**src/rtl/keypad_encoder.sv**
```systemverilog
// Keypad front-end for the timer digit counters: synchronises and debounces the
// 10-key pad, emits the BCD digit with a one-cycle load strobe, and divides clk into a count tick.
module keypad_encoder #(
  parameter int DEBOUNCE_CYCLES = 4,
  parameter int TICK_DIV        = 100
) (
  input  logic       clk,
  input  logic       clearn,
  input  logic [9:0] keypad,
  input  logic       enablen,
  output logic [3:0] data,
  output logic       load,
  output logic       tick
);

  localparam int CW = $clog2(DEBOUNCE_CYCLES);
  localparam int TW = $clog2(TICK_DIV);
  localparam logic [CW-1:0] CNT_ONE  = CW'(1);
  localparam logic [CW-1:0] CNT_LAST = CW'(DEBOUNCE_CYCLES - 1);
  localparam logic [TW-1:0] DIV_ONE  = TW'(1);
  localparam logic [TW-1:0] DIV_LAST = TW'(TICK_DIV - 1);

  typedef enum logic [1:0] {IDLE = 2'd0, DEB = 2'd1, HELD = 2'd2, REL = 2'd3} state_t;

  function automatic logic [9:0] onehot(input logic [3:0] code);
    logic [9:0] v;
    for (int i = 0; i < 10; i++) v[i] = (code == 4'(i));
    return v;
  endfunction

  function automatic logic is_single(input logic [9:0] k);
    return (k != 10'd0) && ((k & (k - 10'd1)) == 10'd0);
  endfunction

  function automatic logic [3:0] encode(input logic [9:0] k);
    logic [3:0] c;
    c = 4'd0;
    for (int i = 0; i < 10; i++) c = k[i] ? 4'(i) : c;
    return c;
  endfunction

  state_t        state_r, state_nx_s;
  logic [9:0]    sync1_r, ks_r;
  logic [CW-1:0] cnt_r, cnt_nx_s;
  logic [3:0]    cand_r, cand_nx_s, data_r, data_nx_s;
  logic          load_r, load_nx_s, tick_r;
  logic [TW-1:0] div_r;
  logic          single_s, cand_ok_s, cnt_last_s;

  assign single_s   = is_single(ks_r);
  assign cand_ok_s  = (ks_r == onehot(cand_r)) && !enablen;
  assign cnt_last_s = (cnt_r == CNT_LAST);

  // Two-flop synchroniser for the asynchronous keypad
  always_ff @(posedge clk or negedge clearn) begin
    if (!clearn) begin
      sync1_r <= 10'd0;
      ks_r    <= 10'd0;
    end else begin
      sync1_r <= keypad;
      ks_r    <= sync1_r;
    end
  end

  // FSM state, debounce counter, candidate and registered outputs
  always_ff @(posedge clk or negedge clearn) begin
    if (!clearn) begin
      state_r <= IDLE;
      cnt_r   <= '0;
      cand_r  <= 4'd0;
      data_r  <= 4'd0;
      load_r  <= 1'b0;
    end else begin
      state_r <= state_nx_s;
      cnt_r   <= cnt_nx_s;
      cand_r  <= cand_nx_s;
      data_r  <= data_nx_s;
      load_r  <= load_nx_s;
    end
  end

  // Next-state decode
  always_comb begin
    state_nx_s = state_r;
    case (state_r)
      IDLE: if (single_s && !enablen) state_nx_s = DEB; else state_nx_s = IDLE;
      DEB: begin
        if (!cand_ok_s)      state_nx_s = IDLE;
        else if (cnt_last_s) state_nx_s = HELD;
        else                 state_nx_s = DEB;
      end
      // Release is tracked regardless of enablen so a key held across unlock never fires
      HELD: if (ks_r == 10'd0) state_nx_s = REL; else state_nx_s = HELD;
      REL: begin
        if (ks_r != 10'd0)   state_nx_s = HELD;
        else if (cnt_last_s) state_nx_s = IDLE;
        else                 state_nx_s = REL;
      end
      default: state_nx_s = IDLE;
    endcase
  end

  // Counter, candidate digit and load/data next values
  always_comb begin
    cnt_nx_s  = cnt_r;
    cand_nx_s = cand_r;
    data_nx_s = data_r;
    load_nx_s = 1'b0;
    case (state_r)
      IDLE: begin
        if (single_s && !enablen) begin
          cand_nx_s = encode(ks_r);
          cnt_nx_s  = CNT_ONE;
        end else begin
          cnt_nx_s = cnt_r;
        end
      end
      DEB: begin
        if (!cand_ok_s) begin
          cnt_nx_s = cnt_r;
        end else if (cnt_last_s) begin
          data_nx_s = cand_r;
          load_nx_s = 1'b1;
        end else begin
          cnt_nx_s = cnt_r + CNT_ONE;
        end
      end
      HELD: if (ks_r == 10'd0) cnt_nx_s = CNT_ONE; else cnt_nx_s = cnt_r;
      REL: begin
        if (ks_r != 10'd0 || cnt_last_s) cnt_nx_s = cnt_r;
        else                             cnt_nx_s = cnt_r + CNT_ONE;
      end
      default: cnt_nx_s = '0;
    endcase
  end

  // Free-running tick divider; tick follows the wrap edge by one register stage
  always_ff @(posedge clk or negedge clearn) begin
    if (!clearn) begin
      div_r  <= '0;
      tick_r <= 1'b0;
    end else begin
      div_r  <= (div_r == DIV_LAST) ? '0 : div_r + DIV_ONE;
      tick_r <= (div_r == DIV_LAST);
    end
  end

  assign data = data_r;
  assign load = load_r;
  assign tick = tick_r;

endmodule

```
**config.mk**
```make
export PLATFORM = sky130hd
export DESIGN_NAME = keypad_encoder
export DESIGN_NICKNAME = d
export VERILOG_FILES = /design/src/rtl/keypad_encoder.sv
export SDC_FILE = /design/constraint.sdc
export NUM_CORES = 1
export LEC_CHECK = 0
export ABC_AREA = 1
export CAP_MARGIN = 20
export CELL_PAD_IN_SITES_DETAIL_PLACEMENT = 1
export CELL_PAD_IN_SITES_GLOBAL_PLACEMENT = 2
export CORE_ASPECT_RATIO = 0.9
export CORE_MARGIN = 2
export CORE_UTILIZATION = 36
export DETAILED_ROUTE_END_ITERATION = 10
export PLACE_DENSITY_LB_ADDON = 0.25
export SYNTH_ARGS = -nofsm -noshare
export SYNTH_HDL_FRONTEND = slang
export SYNTH_SLANG_ARGS = --single-unit
```
**constraint.sdc**
```tcl
create_clock -name clk -period 3.7 [get_ports clk]
set_input_delay 0.37 -clock clk [delete_from_list [all_inputs] [get_ports clk]]
set_output_delay 0.37 -clock clk [all_outputs]
set_load 0.02 [all_outputs]
```
==> metrics.md, run 1 <==
| Metric | Value |
|---|---|
| CTS tree | `built` |
| Initial antenna violation count | `0` |
| Max Clock Freq | `500 MHz` |
| Top-count cell post-synth | `nand2_1` |
| Final period util | `54.1%` |
| Number of synthesized register bits | `slightly above 40` |
| WHS | `0.206 ns` |
| Clock power share | `41.0%` |
| Async SR Flop Fraction | `100%` |
| Slew at the pin closest to its max-slew limit | `a little under 0.9 ns` |
| Cell Chain, Critical Path | `nor2_1 > nand2_1 > o21ai_0 > nand3_1 > nor2_1 > nand3_1 > nand3_1 > nand2_1 > nand2_1` |
| DR WL/cell | `12.9 um` |
| Vias per cell | `4.68` |
| Worst VDD drop | `0.000217 V` |
| Final ANT Viol Nets | `0` |
| Final #Nets | `268` |
| Area growth syn-to-layout | `19.1%` |
| # port buffers | `18` |
| Crit end category | `flop` |
| DRC violations left | `0` |
| Post-Syn Area | `1930 um2` |
| Max-Cap Viols | `0` |
| Syn avg cell area | `8.41 um2` |
| Initial core utilization | `37.1%` |
| Chip height | `73.4 um` |
| Die W | `~81 um` |
| Synth area leader | `dfrtp_1` |
| First-pass GRT wire length | `7330 um` |
| Multi-input gate area | `approximately 800 um2` |
| Die area | `5950 um2` |
| Clk sinks | `41` |
| Congestion Overflow GR | `0` |
| Via count | `1502` |
| Share of cells above drive strength 1 | `8.27%` |
| Count of final hold-check violations | `0` |
| Ys Warns | `0` |
| Vias in the first global route | `1539` |
| Routability Congestion | `0.807` |
| CP Max Fanout | `11` |
| Post-synth top flop | `dfrtp_1` |
| Internal power | `0.700 mW` |
| Top post-synthesis cells by count | `nand2_1, dfrtp_1, nor2_1` |
| Setup bufs post-CTS | `0` |
| Combinational share of power | `5.8%` |
| Final Core Density | `between 40 and 50%` |
| CP required | `3.93 ns` |
| DP Cell Count | `313` |
| Startpoint Class | `flop` |
| Synth top area share | `53.3%` |
| Max clock buf depth | `2` |
| Sw Share | `20.4%` |
| DR pass1 iterations | `4` |
| Post-route setup TNS | `0 ns` |
| WP data arrival | `between 2 and 2.5 ns` |
| Slowest-stage cell, CP | `dfrtp_1` |
| Clock Tree Root | `clkbuf_8` |
| Final setup fails | `0` |
| Slew Limit Fails | `0` |
| Initial drt markers | `54` |
| R2r setup slk | `1.70 ns` |
| R2r endpoint | `cnt_r[1]` |
| Diode count | `0` |
| Largest net degree at the start of global routing | `42` |
| Top cells by area, synth | `dfrtp_1, nand2_1, nand3_1` |
| P_sw | `0.180 mW` |
| Clk pin slew, worst setup/hold paths | `0.08 ns` |
| Number of fill cells in the layout | `approximately 660` |
| CP Class | `flop to flop` |
| CTS Hold Bufs | `0` |
| FF/Latch Area | `between 1000 and 1500 um2` |
| Cell count after synthesis | `229` |
| Core area | `between 5000 and 6000 um2` |
| Status | `complete, no violations` |
| # rows | `25` |
| Clock latency on the worst-skew pair | `0.29 ns` |
| Post-synthesis sequential area ratio | `roughly 53%` |
| Power per cell area | `384 nW/um2` |
| RSZ-0062 raised after global routing | `no` |
| Detail Placement HPWL | `approximately 3300 um` |
| Placed Area | `2180 um2` |
| Htree depth | `2` |
| Num CTS Buffers | `5` |
| Total power | `0.880 mW` |
| Min-delay worst type | `input pin to async pin` |
| Num ports | `19` |
| Final non-filler cell total | `321` |
| Design Area, Final | `2290 um2` |
| Post-synthesis cell type count | `28` |
| Shortest period the worst path allows | `2.00 ns` |
| Sequential share of power | `53.3%` |
| Worst r2r path cells | `9` |
| Pleak | `1.04 nW` |
| Drt total wl | `4130 um` |
| Setup WS pre-CTS | `1.71 ns` |
| Post_cts resized | `0` |
| Max_slew headroom | `between 40% and 50%` |
| CP max stage delay | `approximately 0.41 ns` |
| Clk_skew | `between 0.009 and 0.01 ns` |
| EDFF count, synth | `0` |
| Setup ws final | `1.70 ns` |
| Total track usage | `16.2%` |
| Syn Nets | `around 240` |
| RR Startpoint | `ks_r[1]` |
## cell usage in the layout (no fill, tap or decap), drive strengths merged
cell type       n
nand2          71
nand3b          2
ha              2
o21ai          14
a31oi           1
nor2           30
bufinv          1
nand4           4
clkbuf          7
nor3b           1
o2111ai         1
xor2            2
a21boi          1
xnor2           1
buf             1
nor3            5
dfrtp          41
nor4            1
o31ai           1
nand3          21
clkdlybuf4s50  17
inv            25
a21oi           4
## layout make-up
type	instances	area share [%]
sequential	41	44.7
inverter	25	4.09
timing repair buffer	18	7.64
multi-input combinational	162	34.8
clock inverter	1	1.31
clock buffer	7	3.76
tap	67	3.66
## power by group through the flow
stage	logic [mW]	clock network (mW)	registers (mW)
detailed placement	0.0523	0	0.477
finish	0.0509	0.360	0.468
floorplan	0.0250	0	0.474
global route	0.0592	0.391	0.470
global placement	0.0526	0	0.477
CTS	0.0524	0.372	0.468
## flip-flops by register name, indices dropped and copies added, names as in the netlist
name	cells
cand_r	4
cnt_r	2
data	4
div_r	7
ks_r	10
load	1
state_r	2
sync1_r	10
tick	1
## worst max-delay path by stage
stage,start,end,slack (ns)
final,ks_r[1],cnt_r[1],1.70
after global routing,ks_r[4],cnt_r[1],1.44
after CTS,ks_r[1],cnt_r[1],1.71
after detailed placement,enablen,cnt_r[1],1.71
after global placement,enablen,cnt_r[1],1.77
after floorplan,cand_r[3],data[0],2.14
## metal layers
| layer | GRT usage (%) | share of wire [%] |
|---|---|---|
| met1 | 22.5 | 49 |
| met2 | 26.1 | 47 |
| met3 | 3.07 | 3.6 |
| met4 | 4.52 | 1.1 |
| met5 | 0 | 0 |
## logic make-up after synthesis
logic type               count (synthesis)  synth area share (%)
XOR/XNOR                                 3                  1.36
AO/OA/AOI/OAI                           22                  6.24
AND/OR/NAND/NOR                        135                  32.6
buffers and inverters                   26                  5.26
adder cells (fa/ha/maj)                  2                  1.30
flip-flops                              41                  53.3
## worst max-delay path, delay by kind of cell, from the launching register on
kind,cells,cell delay (ns)
and+or+nand+nor,8,1.38
DFF,1,0.41
AOI/OAI and AO/OA,1,0.17
Power figures use the tool's default switching activity.
==> inputs of run 2 (changes only) <==
--- a/config.mk
+++ b/config.mk
@@ -11,7 +11,7 @@
 export CELL_PAD_IN_SITES_GLOBAL_PLACEMENT = 2
 export CORE_ASPECT_RATIO = 0.9
 export CORE_MARGIN = 2
-export CORE_UTILIZATION = 36
+export CORE_UTILIZATION = 30
 export DETAILED_ROUTE_END_ITERATION = 10
 export PLACE_DENSITY_LB_ADDON = 0.25
 export SYNTH_ARGS = -nofsm -noshare
==> constraint.sdc (replaced) <==
create_clock -name clk -period 1.7 [get_ports clk]
set_input_delay 0.17 -clock clk [delete_from_list [all_inputs] [get_ports clk]]
set_output_delay 0.17 -clock clk [all_outputs]
set_load 0.02 [all_outputs]
==> run 2 against run 1 <==
  * The run now ends with negative setup slack left
  * Total power increased by 120%
  * Via count rose by 12%
  * Combinational power rose to 3.2 times the previous value
  * Sequential share of layout area is 6.7 points lower
  * Cell area is 18% higher
  * Die area increased by 19%
  * Register-to-register slack worse by 1.7 ns
  * Non-clock buffer count is 28 higher
==> metrics.md, run 2 (synthesis results as in run 1) <==
| Metric | Value |
|---|---|
| Initial drt markers | `45 (-17%)` |
| Area growth syn-to-layout | `40.9%` |
| Num ports | `19 (unchanged)` |
| Num CTS Buffers | `5 (unchanged)` |
| Max_slew headroom | `65.7% (+25 points)` |
| # port buffers | `18 (unchanged)` |
| Setup ws final | `-0.0414 ns (-1.74 ns)` |
| Max-Cap Viols | `0 (unchanged)` |
| Placed Area | `2350 um2 (+8.0%)` |
| Setup WS pre-CTS | `-0.0823 ns (-1.79 ns)` |
| Design Area, Final | `2710 um2 (+18%)` |
| Failing checks | `negative setup slack` |
| Max Clock Freq | `574 MHz (+15%)` |
| Initial core utilization | `31.3% (-5.8 points)` |
| Clk_skew | `0.00940 ns (+0.000173 ns)` |
| Final period util | `102% (+48 points)` |
| CP required | `1.92 ns (-2.01 ns)` |
| Initial antenna violation count | `0 (unchanged)` |
| Final ANT Viol Nets | `0 (unchanged)` |
| Via count | `1688 (+12%)` |
| CP Class | `flop to flop` |
| Multi-input gate area | `951 um2 (+19%)` |
| Clock Tree Root | `clkbuf_8` |
| Total track usage | `15.2% (-0.99 points)` |
| Share of cells above drive strength 1 | `32.2% (+24 points)` |
| Vias per cell | `4.56 (-2.5%)` |
| Max clock buf depth | `2 (unchanged)` |
| Crit end category | `flop` |
| Clk pin slew, worst setup/hold paths | `0.08 ns (about the same)` |
| Clock latency on the worst-skew pair | `0.29 ns (about the same)` |
| Number of fill cells in the layout | `739 (+12%)` |
| Congestion Overflow GR | `0 (unchanged)` |
| Final #Nets | `297 (+11%)` |
| Count of final hold-check violations | `0 (unchanged)` |
| # rows | `27 (+8.0%)` |
| Drt total wl | `4840 um (+17%)` |
| Routability Congestion | `0.789 (-2.2%)` |
| Core area | `6150 um2 (+18%)` |
| Final Core Density | `44.1% (about the same)` |
| Largest net degree at the start of global routing | `42 (unchanged)` |
| Clk sinks | `41 (unchanged)` |
| Power per cell area | `725 nW/um2 (+89%)` |
| Slew at the pin closest to its max-slew limit | `0.515 ns (-0.368 ns)` |
| DRC violations left | `0 (unchanged)` |
| FF/Latch Area | `1030 um2 (+0.49%)` |
| Vias in the first global route | `1704 (+11%)` |
| CP Max Fanout | `6 (-5)` |
| Worst VDD drop | `0.000522 V (+140%)` |
| Most frequent cells in the layout | `nand2_1, dfrtp_1, inv_1, buf_4, clkdlybuf4s50_1` |
| Pleak | `1.20 nW (+15%)` |
| Status | `finished, violations left` |
| DP Cell Count | `353 (+13%)` |
| DR pass1 iterations | `4 (unchanged)` |
| WP data arrival | `1.96 ns (-0.27 ns)` |
| Largest registers | `ks_r (10), sync1_r (10), div_r (7)` |
| First-pass GRT wire length | `8190 um (+12%)` |
| Htree depth | `2 (unchanged)` |
| RSZ-0062 raised after global routing | `yes` |
| Total power | `1.97 mW (+120%)` |
| Final setup fails | `5 (+5)` |
| Commonest non-fill, non-tap cell in the layout | `nand2_1` |
| DR WL/cell | `13.1 um (+1.8%)` |
| Post-route setup TNS | `-0.138 ns (-0.138 ns)` |
| Min-delay worst type | `input pin to flop` |
| Startpoint Class | `flop` |
| Diode count | `0 (unchanged)` |
| CTS tree | `built` |
| WHS | `0.308 ns (+0.102 ns)` |
| Detail Placement HPWL | `3640 um (+12%)` |
| Chip height | `80.0 um (+9.0%)` |
| Final non-filler cell total | `370 (+15%)` |
| Die W | `88.5 um (+9.1%)` |
| Shortest period the worst path allows | `1.74 ns (-0.259 ns)` |
| Slew Limit Fails | `0 (unchanged)` |
| Die area | `7080 um2 (+19%)` |
-- run 2: changes by cell type in the layout (fill, tap and decap cells not counted), sizes merged --
cell and delta:
buf +27, clkbuf -2, clkinv +1, clkinvlp +1, dlygate4sd3 +1, nand3 +1
-- run 2: what timing repair did --
item / in CTS / in global routing
hold buffers: 1 / 0
setup endpoints to repair: 6 / 13
pin swaps: 8 / 20
setup buffers: 2 / 5
gates resized for setup: 15 / 43
endpoints found under the hold margin: 41 / 0
cloned: 1 / 0
-- run 2: final timing paths --
path	from	endpoint	slack, ns	depth (start not counted)
min in group asynchronous	clearn	ks_r[0]	0.46	3
max	cand_r[0]	data[0]	-0.04	8
max in group asynchronous	clearn	cand_r[3]	0.84	3
min	keypad[3]	sync1_r[3]	0.31	1
min reg2reg	sync1_r[5]	ks_r[5]	0.35	0
max reg2reg	cand_r[0]	data[0]	-0.04	8
-- run 2: report_power, final --
part	switching [mW]	internal [mW]
clock network	0.347	0.439
logic	0.0918	0.0722
registers	0.0171	1.00
total	0.456	1.51
-- run 2: per-layer routing --
layer / GRT usage (%) / part of all wire, %
met4: 5.91 / 1.3
met3: 2.90 / 2.3
met5: 0 / 0
met2: 23.0 / 48
met1: 21.4 / 48
-- run 2: critical path, stage by stage (launching register included) --
cell,delay [ns]
dfrtp_1,0.43
inv_1,0.13
nor2_4,0.17
nand2_1,0.07
nand2_1,0.11
nand4_2,0.12
nor3_4,0.29
nand3_2,0.17
o21ai_1,0.17
-- run 2: final cells by class --
type | instances | share of cell area (%)
Clock buffer | 5 | 2.54
Clock inverter | 3 | 1.71
Inverter | 25 | 3.46
Multi-Input combinational cell | 163 | 35.0
Sequential cell | 41 | 38.0
Tap cell | 87 | 4.01
Timing Repair Buffer | 46 | 15.3
